--- src/rtl/adder_accumulator_pkg.sv ---
// Shared definitions for the adder/accumulator datapath: default widths and
// the output mux select encodings.
package adder_accumulator_pkg;

    localparam int DATA_W_DEFAULT = 8;
    localparam int ACC_W_DEFAULT  = 16;
    localparam int MUX_SEL_W      = 3;

    localparam logic [MUX_SEL_W-1:0] MUX_SEL_REGISTER_1     = 3'd0;
    localparam logic [MUX_SEL_W-1:0] MUX_SEL_REGISTER_2_LSB = 3'd1;
    localparam logic [MUX_SEL_W-1:0] MUX_SEL_REGISTER_2_MSB = 3'd2;
    localparam logic [MUX_SEL_W-1:0] MUX_SEL_COUNTER_VALUE  = 3'd3;
    localparam logic [MUX_SEL_W-1:0] MUX_SEL_COUNTER_CARRY  = 3'd4;

endpackage

--- src/rtl/adder_accumulator_carry_counter.sv ---
// Counts accumulator carry-outs. The wrap flag records that the count has
// rolled over from all-ones to zero at least once and stays set until reset.
module adder_accumulator_carry_counter #(
    parameter int DATA_W = adder_accumulator_pkg::DATA_W_DEFAULT
) (
    input  logic              clock,
    input  logic              reset,
    input  logic              inc,
    output logic [DATA_W-1:0] count,
    output logic              wrap_flag
);

    logic [DATA_W-1:0] count_d, count_q;
    logic              wrap_flag_d, wrap_flag_q;

    // Next count and sticky wrap flag
    always_comb begin
        count_d     = count_q;
        wrap_flag_d = wrap_flag_q;
        if (inc) begin
            count_d = count_q + {{(DATA_W-1){1'b0}}, 1'b1};
            if (&count_q) begin
                wrap_flag_d = 1'b1;
            end
        end
    end

    // Counter state with synchronous clear
    always_ff @(posedge clock) begin
        if (reset) begin
            count_q     <= '0;
            wrap_flag_q <= 1'b0;
        end else begin
            count_q     <= count_d;
            wrap_flag_q <= wrap_flag_d;
        end
    end

    assign count     = count_q;
    assign wrap_flag = wrap_flag_q;

endmodule

--- src/rtl/adder_accumulator.sv ---
// Operand register feeding a double-width accumulator. Accumulator carry-outs
// are counted, and a select input exposes any internal value on data_out.
// ACC_W is expected to be 2*DATA_W so the accumulator splits into two bytes.
module adder_accumulator
    import adder_accumulator_pkg::*;
#(
    parameter int DATA_W = DATA_W_DEFAULT,
    parameter int ACC_W  = ACC_W_DEFAULT
) (
    input  logic                 clock,
    input  logic                 reset,
    input  logic                 load,
    input  logic                 add,
    input  logic [DATA_W-1:0]    data_in,
    input  logic [MUX_SEL_W-1:0] output_sel,
    output logic [DATA_W-1:0]    data_out
);

    logic [DATA_W-1:0] reg1_d, reg1_q;
    logic [ACC_W-1:0]  reg2_d, reg2_q;
    logic [ACC_W:0]    sum;
    logic              carry_inc;
    logic [DATA_W-1:0] carry_count;
    logic              carry_wrap;

    // Adder and next-state selection; add reads the pre-edge operand so a
    // simultaneous load does not affect the sum at the same edge
    always_comb begin
        sum       = {1'b0, reg2_q} + {{(ACC_W-DATA_W+1){1'b0}}, reg1_q};
        reg1_d    = reg1_q;
        reg2_d    = reg2_q;
        carry_inc = 1'b0;
        if (load) begin
            reg1_d = data_in;
        end
        if (add) begin
            reg2_d    = sum[ACC_W-1:0];
            carry_inc = sum[ACC_W];
        end
    end

    // Operand and accumulator registers with synchronous clear
    always_ff @(posedge clock) begin
        if (reset) begin
            reg1_q <= '0;
            reg2_q <= '0;
        end else begin
            reg1_q <= reg1_d;
            reg2_q <= reg2_d;
        end
    end

    adder_accumulator_carry_counter #(
        .DATA_W(DATA_W)
    ) u_carry_counter (
        .clock    (clock),
        .reset    (reset),
        .inc      (carry_inc),
        .count    (carry_count),
        .wrap_flag(carry_wrap)
    );

    // Output mux; unused select codes read as zero
    always_comb begin
        data_out = '0;
        case (output_sel)
            MUX_SEL_REGISTER_1:     data_out = reg1_q;
            MUX_SEL_REGISTER_2_LSB: data_out = reg2_q[DATA_W-1:0];
            MUX_SEL_REGISTER_2_MSB: data_out = reg2_q[2*DATA_W-1:DATA_W];
            MUX_SEL_COUNTER_VALUE:  data_out = carry_count;
            MUX_SEL_COUNTER_CARRY:  data_out = {{(DATA_W-1){1'b0}}, carry_wrap};
            default:                data_out = '0;
        endcase
    end

endmodule

--- config.mk ---
export PLATFORM = sky130hd
export DESIGN_NAME = adder_accumulator
export DESIGN_NICKNAME = d
export VERILOG_FILES = /design/src/rtl/adder_accumulator_pkg.sv /design/src/rtl/adder_accumulator_carry_counter.sv /design/src/rtl/adder_accumulator.sv
export SDC_FILE = /design/constraint.sdc
export NUM_CORES = 1
export LEC_CHECK = 0
export ABC_CLOCK_PERIOD_IN_PS = 3300
export CORE_MARGIN = 2
export CORE_UTILIZATION = 25
export DETAILED_ROUTE_END_ITERATION = 8
export SLEW_MARGIN = 10
export SYNTH_ARGS = -nofsm -noshare
export SYNTH_HDL_FRONTEND = slang
export SYNTH_SLANG_ARGS = --single-unit
export TNS_END_PERCENT = 10
--- constraint.sdc ---
create_clock -name clock -period 3.3 [get_ports clock]
set_clock_uncertainty 0.2 [all_clocks]
set_input_delay 0.825 -clock clock [delete_from_list [all_inputs] [get_ports clock]]
set_output_delay 0.825 -clock clock [all_outputs]
set_load 0.005 [all_outputs]
---- Word-level counts from Yosys, hierarchy flattened ----
Cells that the tools add are included.
Widths: inputs -> output; s select.
word-level totals
  register bits after elaboration ......... 33
  bits of input ports ..................... 15
  output and inout bits ................... 8
  logic and storage cells ................. 14
operators by class
  add/subtract/negate cells ............... 2
  equal/unequal tests ..................... 4
  muxes and demuxes ....................... 2
  reduce and logical (&&, ||, !) cells .... 2
operators by type and width
  operator             count
  $pmux 8 s5           1
  $add 16x8->17        1
  $reduce_and 9->1     1
  $add 8x1->8 const B  1
  $eq 3x2->1 const B   2
  $eq 3x1->1 const B   1
  $eq 3x3->1 const B   1
  $logic_not 3->1      1
  $mux 1               1

---- Depth between registers and ports, before layout ----
  depth in word-level cells ............... 3
  depth in mapped cells ................... 8
  mapped depth without buffers ............ 7

---- Modules after synthesis ----
A second synthesis with hierarchy kept.
unflattened totals
  cells, all modules ...................... 216
  area total of the unflattened synthesis .. 2009.4 um^2
modules (own cells, without submodules)
  module                           times used  cells each  area each (um^2)  seq. area each (um^2)
  adder_accumulator                1           175         1625.3            480.5
  adder_accumulator_carry_counter  1           41          384.1             180.2

---- Least setup slack after synthesis ----
No wires, ideal clock.
  path kind ............................... input port to output port
  start point ............................. input output_sel[0]
  end point ............................... output data_out[1]
  arrival ................................. 1.948 ns
  data required time ...................... 2.275 ns
  slack ................................... 0.327 ns
  stages on the path ...................... 3
  buffers on the path ..................... 1
  cell sequence ........................... buf_1 -> mux4_1 -> nor2b_1
between the ends
  word-level cells in the longest chain between the ends .. 2
  elaborated cells between the ends (all ways) .. 6
  those cells by class .................... eq/ne: 4; mux: 1; reduce/logical: 1
ends and longest elaborated chain
  item                                RTL line                 RTL
  start: declaration                  adder_accumulator.sv:15  input logic [MUX_SEL_W-1:0] output_sel,
  $eq 3x3->1 (tied with other cells)  adder_accumulator.sv:66  case (output_sel)
  $pmux 8 s5 (*)                      adder_accumulator.sv:66
  end: declaration                    adder_accumulator.sv:16  output logic [DATA_W-1:0] data_out
Every way passes the cells marked *; elsewhere a longest branch is shown, timed or not.

---- Worst setup path after layout ----
Ends and elaborated chain as after synthesis.

==> qor.log <==
INFO  yosys          number_of_distinct_library_cells_after_synthesis=48
INFO  cells_and_area multi_input_area=1321um^2
INFO  yosys          synth-edff-count=0
INFO  setup_path     worst_setup_path_end_kind=output pin
INFO  route          initialDrtViolationCount=44
INFO  yosys          synth_top_flop_cell=dfxtp_1
INFO  cells_and_area filler_cell_count=865
INFO  clock_tree     tritoncts.num_buffers=5
INFO  global_routing grt_pass1_vias=1631
INFO  yosys          synth.net_count=247
INFO  sta            rsz0062_at_grt=no
INFO  die            placement_rows=33
INFO  power          p_leak=1.018nW
INFO  yosys          synth-warning-count=0
INFO  setup_path     reg2reg_slack=0.50ns
INFO  place          dp.cells=344
INFO  cells_and_area stdcell_count=353
INFO  worst_hold_path timing.hold.worst.class=flip-flop to flip-flop
INFO  clock_tree     cts.sink_count=33
INFO  die            die_h=94.60um
INFO  die            die_w=94.60um
INFO  yosys          synth.avg_cell_area=9.243um^2
INFO  sta            period_utilization=96.77%
INFO  clock_tree     clockRootBuffer=clkbuf_8
INFO  die            floorplan.initialDensity=25.36%
INFO  route          drt_pre_antenna_iters=4
INFO  global_routing grt_antenna_before_repair=0
INFO  cells_and_area postLayoutCellArea=2554um^2
INFO  yosys          netlist_instances=222
INFO  sta            fmax=313.1MHz
INFO  run            drv.max_cap_violation_count=0
INFO  cells_and_area final_common_cell=dfxtp_1
INFO  global_routing grtUsageTotal=11.75%
INFO  sta            finalSetupViolCount=0
INFO  place          placed_cell_area=2417um^2
INFO  setup_path     worst-endpoint-required=2.27ns
INFO  yosys          ys_seq_area_share=32.20%
INFO  clock_tree     ctsHoldBuffers=0
INFO  setup_path     worstPathArrival=2.17ns
INFO  power          vdd.ir_drop.worst=0.0001294V
INFO  run_status     outcome=finished, final reports clean
INFO  clock_tree     clk_pin_slew_worst_paths=0.07ns
INFO  sta            hold_ws=0.2928ns
INFO  route          ant_nets=0
INFO  global_routing grt_start_max_net_pins=44
INFO  yosys          share_of_the_synthesized_area_in_the_top_cell_type=32.20%
INFO  power          pwr_density_cell=350.4nW/um^2
INFO  route          drt_drc_violations_left=0
INFO  setup_path     worst_setup_path_start_kind=input port
INFO  clock_tree     number_of_h_tree_branching_levels=2
INFO  clock_tree     clock_path_buffers=2
INFO  sta            hold_viol_final=0
INFO  clock_tree     setup_fix_bufs_post_cts=0
INFO  route          detail_route.wl_per_cell=14.07um
INFO  cells_and_area final_layout_size_suffix_gt1_share=14.11%
INFO  global_routing global_route_wire_length_before_repair=8073um
INFO  die            num_io_pins=23
INFO  route          wl=4966um
INFO  cells_and_area area.sequential=660.6um^2
INFO  yosys          synth-seq-cells=33
INFO  sta            slew_violations=0
INFO  clock_tree     worst_skew_pair_latency=0.29ns
INFO  clock_tree     cts_tree=done
INFO  cells_and_area area_delta_synth_final=24.45%
INFO  setup_path     cp_max_fo=6
INFO  sta            worst_slew_margin_rel=56.54%
INFO  cells_and_area final_nets=272
INFO  yosys          cell_area_synth=2052um^2
INFO  die            floorplan.die_area=8948um^2
INFO  cells_and_area layout_common_cells=dfxtp_1 (33), nor2_1 (28), clkdlybuf4s50_1 (19), mux2i_1 (14)
INFO  global_routing gr-total-overflow=0
INFO  route          vias_per_cell=4.890
INFO  die            placeableCoreArea=8093um^2
INFO  yosys          postSynth.asyncResetShare=0%
INFO  yosys          synth_top_area_cell=dfxtp_1
INFO  place          post-dp-hpwl=3704um
INFO  yosys          synth.top_cells.by_area=dfxtp_1 (32%), mux2i_1 (6.8%), mux4_2 (6.6%), ha_1 (5.5%), nor2_1 (5.1%)
INFO  sta            final.min_clock_period=3.193ns
INFO  setup_path     worst-setup-path-type=input port to output pin
INFO  route          routed-via-count=1726
INFO  place          buffer_ports.inserted=22
INFO  place          place_congestion=0.8185
INFO  sta            worst_slew_pin_slew=0.6476ns
INFO  cells_and_area antennaDiodeCount=0
cells in the mapped netlist, types with 2 or more instances:
library cell and count:
a21o_1 4, o21bai_1 3, dfxtp_1 33, o21ai_1 2
o21ai_0 7, or3_1 6, o31ai_1 2, o22ai_1 2
nor4b_1 2, nor2_1 28, mux2_2 5, a211oi_1 5
mux2i_1 14, nor2b_1 12, clkbuf_1 8, xnor2_1 2
nor3b_1 2, a211o_1 4, ha_1 9, nand2b_1 2
nand2_1 12, a31oi_1 2, inv_1 7, mux4_2 6
nand3_1 5, nand4_1 2, nor4_1 2, a21oi_1 11
xor2_1 2, or4_1 2, o211ai_1 2
flip-flops by register name, indices dropped and copies added (netlist names):
name,flops
reg1_q,8
reg2_q,16
u_carry_counter.count,8
u_carry_counter.wrap_flag,1
worst paths after layout:
path / depth (start not counted) / start / endpoint
max: 5 / output_sel[0] / data_out[1]
min: 2 / u_carry_counter.wrap_flag$_SDFFE_PP0P_ / u_carry_counter.wrap_flag$_SDFFE_PP0P_
max reg2reg: 7 / reg1_q[0]$_SDFFE_PP0P_ / u_carry_counter.count[4]$_SDFFE_PP0P_
min reg2reg: 2 / u_carry_counter.wrap_flag$_SDFFE_PP0P_ / u_carry_counter.wrap_flag$_SDFFE_PP0P_
routing by layer:
layer / global-route usage (%) / vias up / part of all wire, %
met5: 0 / - / 0
met4: 2.899 / 0 / 0.93
met3: 3.113 / 4 / 5.9
met2: 20.00 / 40 / 46
met1: 14.83 / 809 / 47
li1: - / 873 / -
cell families after synthesis:
family | share of synthesized area [%]
AOI/OAI and AO/OA | 17.99
xor gates and xnor gates | 1.708
adders and majority gates | 6.464
buffers and inverters | 3.414
DFF | 32.19
muxes | 17.44
and+or+nand+nor | 20.79
stage by stage:
step	TNS, ns	setup slack (ns)	util, %	power (mW)
2_1_floorplan	0	0.3269	-	0.5126
3_3_place_gp	-2.084	-0.3406	29.87	0.5569
3_5_place_dp	-2.190	-0.3625	29.87	0.5596
4_1_cts	0	0.03221	31.52	0.9066
5_1_grt	0	0.05695	31.56	0.9384
6_report	0	0.1065	31.56	0.8948
repair_timing:
item	CTS	global route
setup endpoints to repair	8	1
pin swaps	0	0
cloned	1	0
resized for setup	7	1
final cells by class:
type,count,area share (%)
repair buffers,29,12.25
well taps,105,5.145
inverters,7,1.029
multi-input cells,171,51.74
clock buffers,7,3.773
flip-flops and latches,33,25.87
clock inverters,1,0.1960
power breakdown:
group,leakage [nW],switching (mW),internal (mW)
combinational,0.696,0.0617,0.0700
sequential,0.268,0.0122,0.411
clock,0.0542,0.151,0.189
worst max-delay path, stage by stage:
cell,delay [ns]
buf_4,0.11
buf_12,0.13
mux4_1,0.52
nor2b_1,0.14
clkdlybuf4s50_1,0.43
Power figures use the tool's default switching activity.
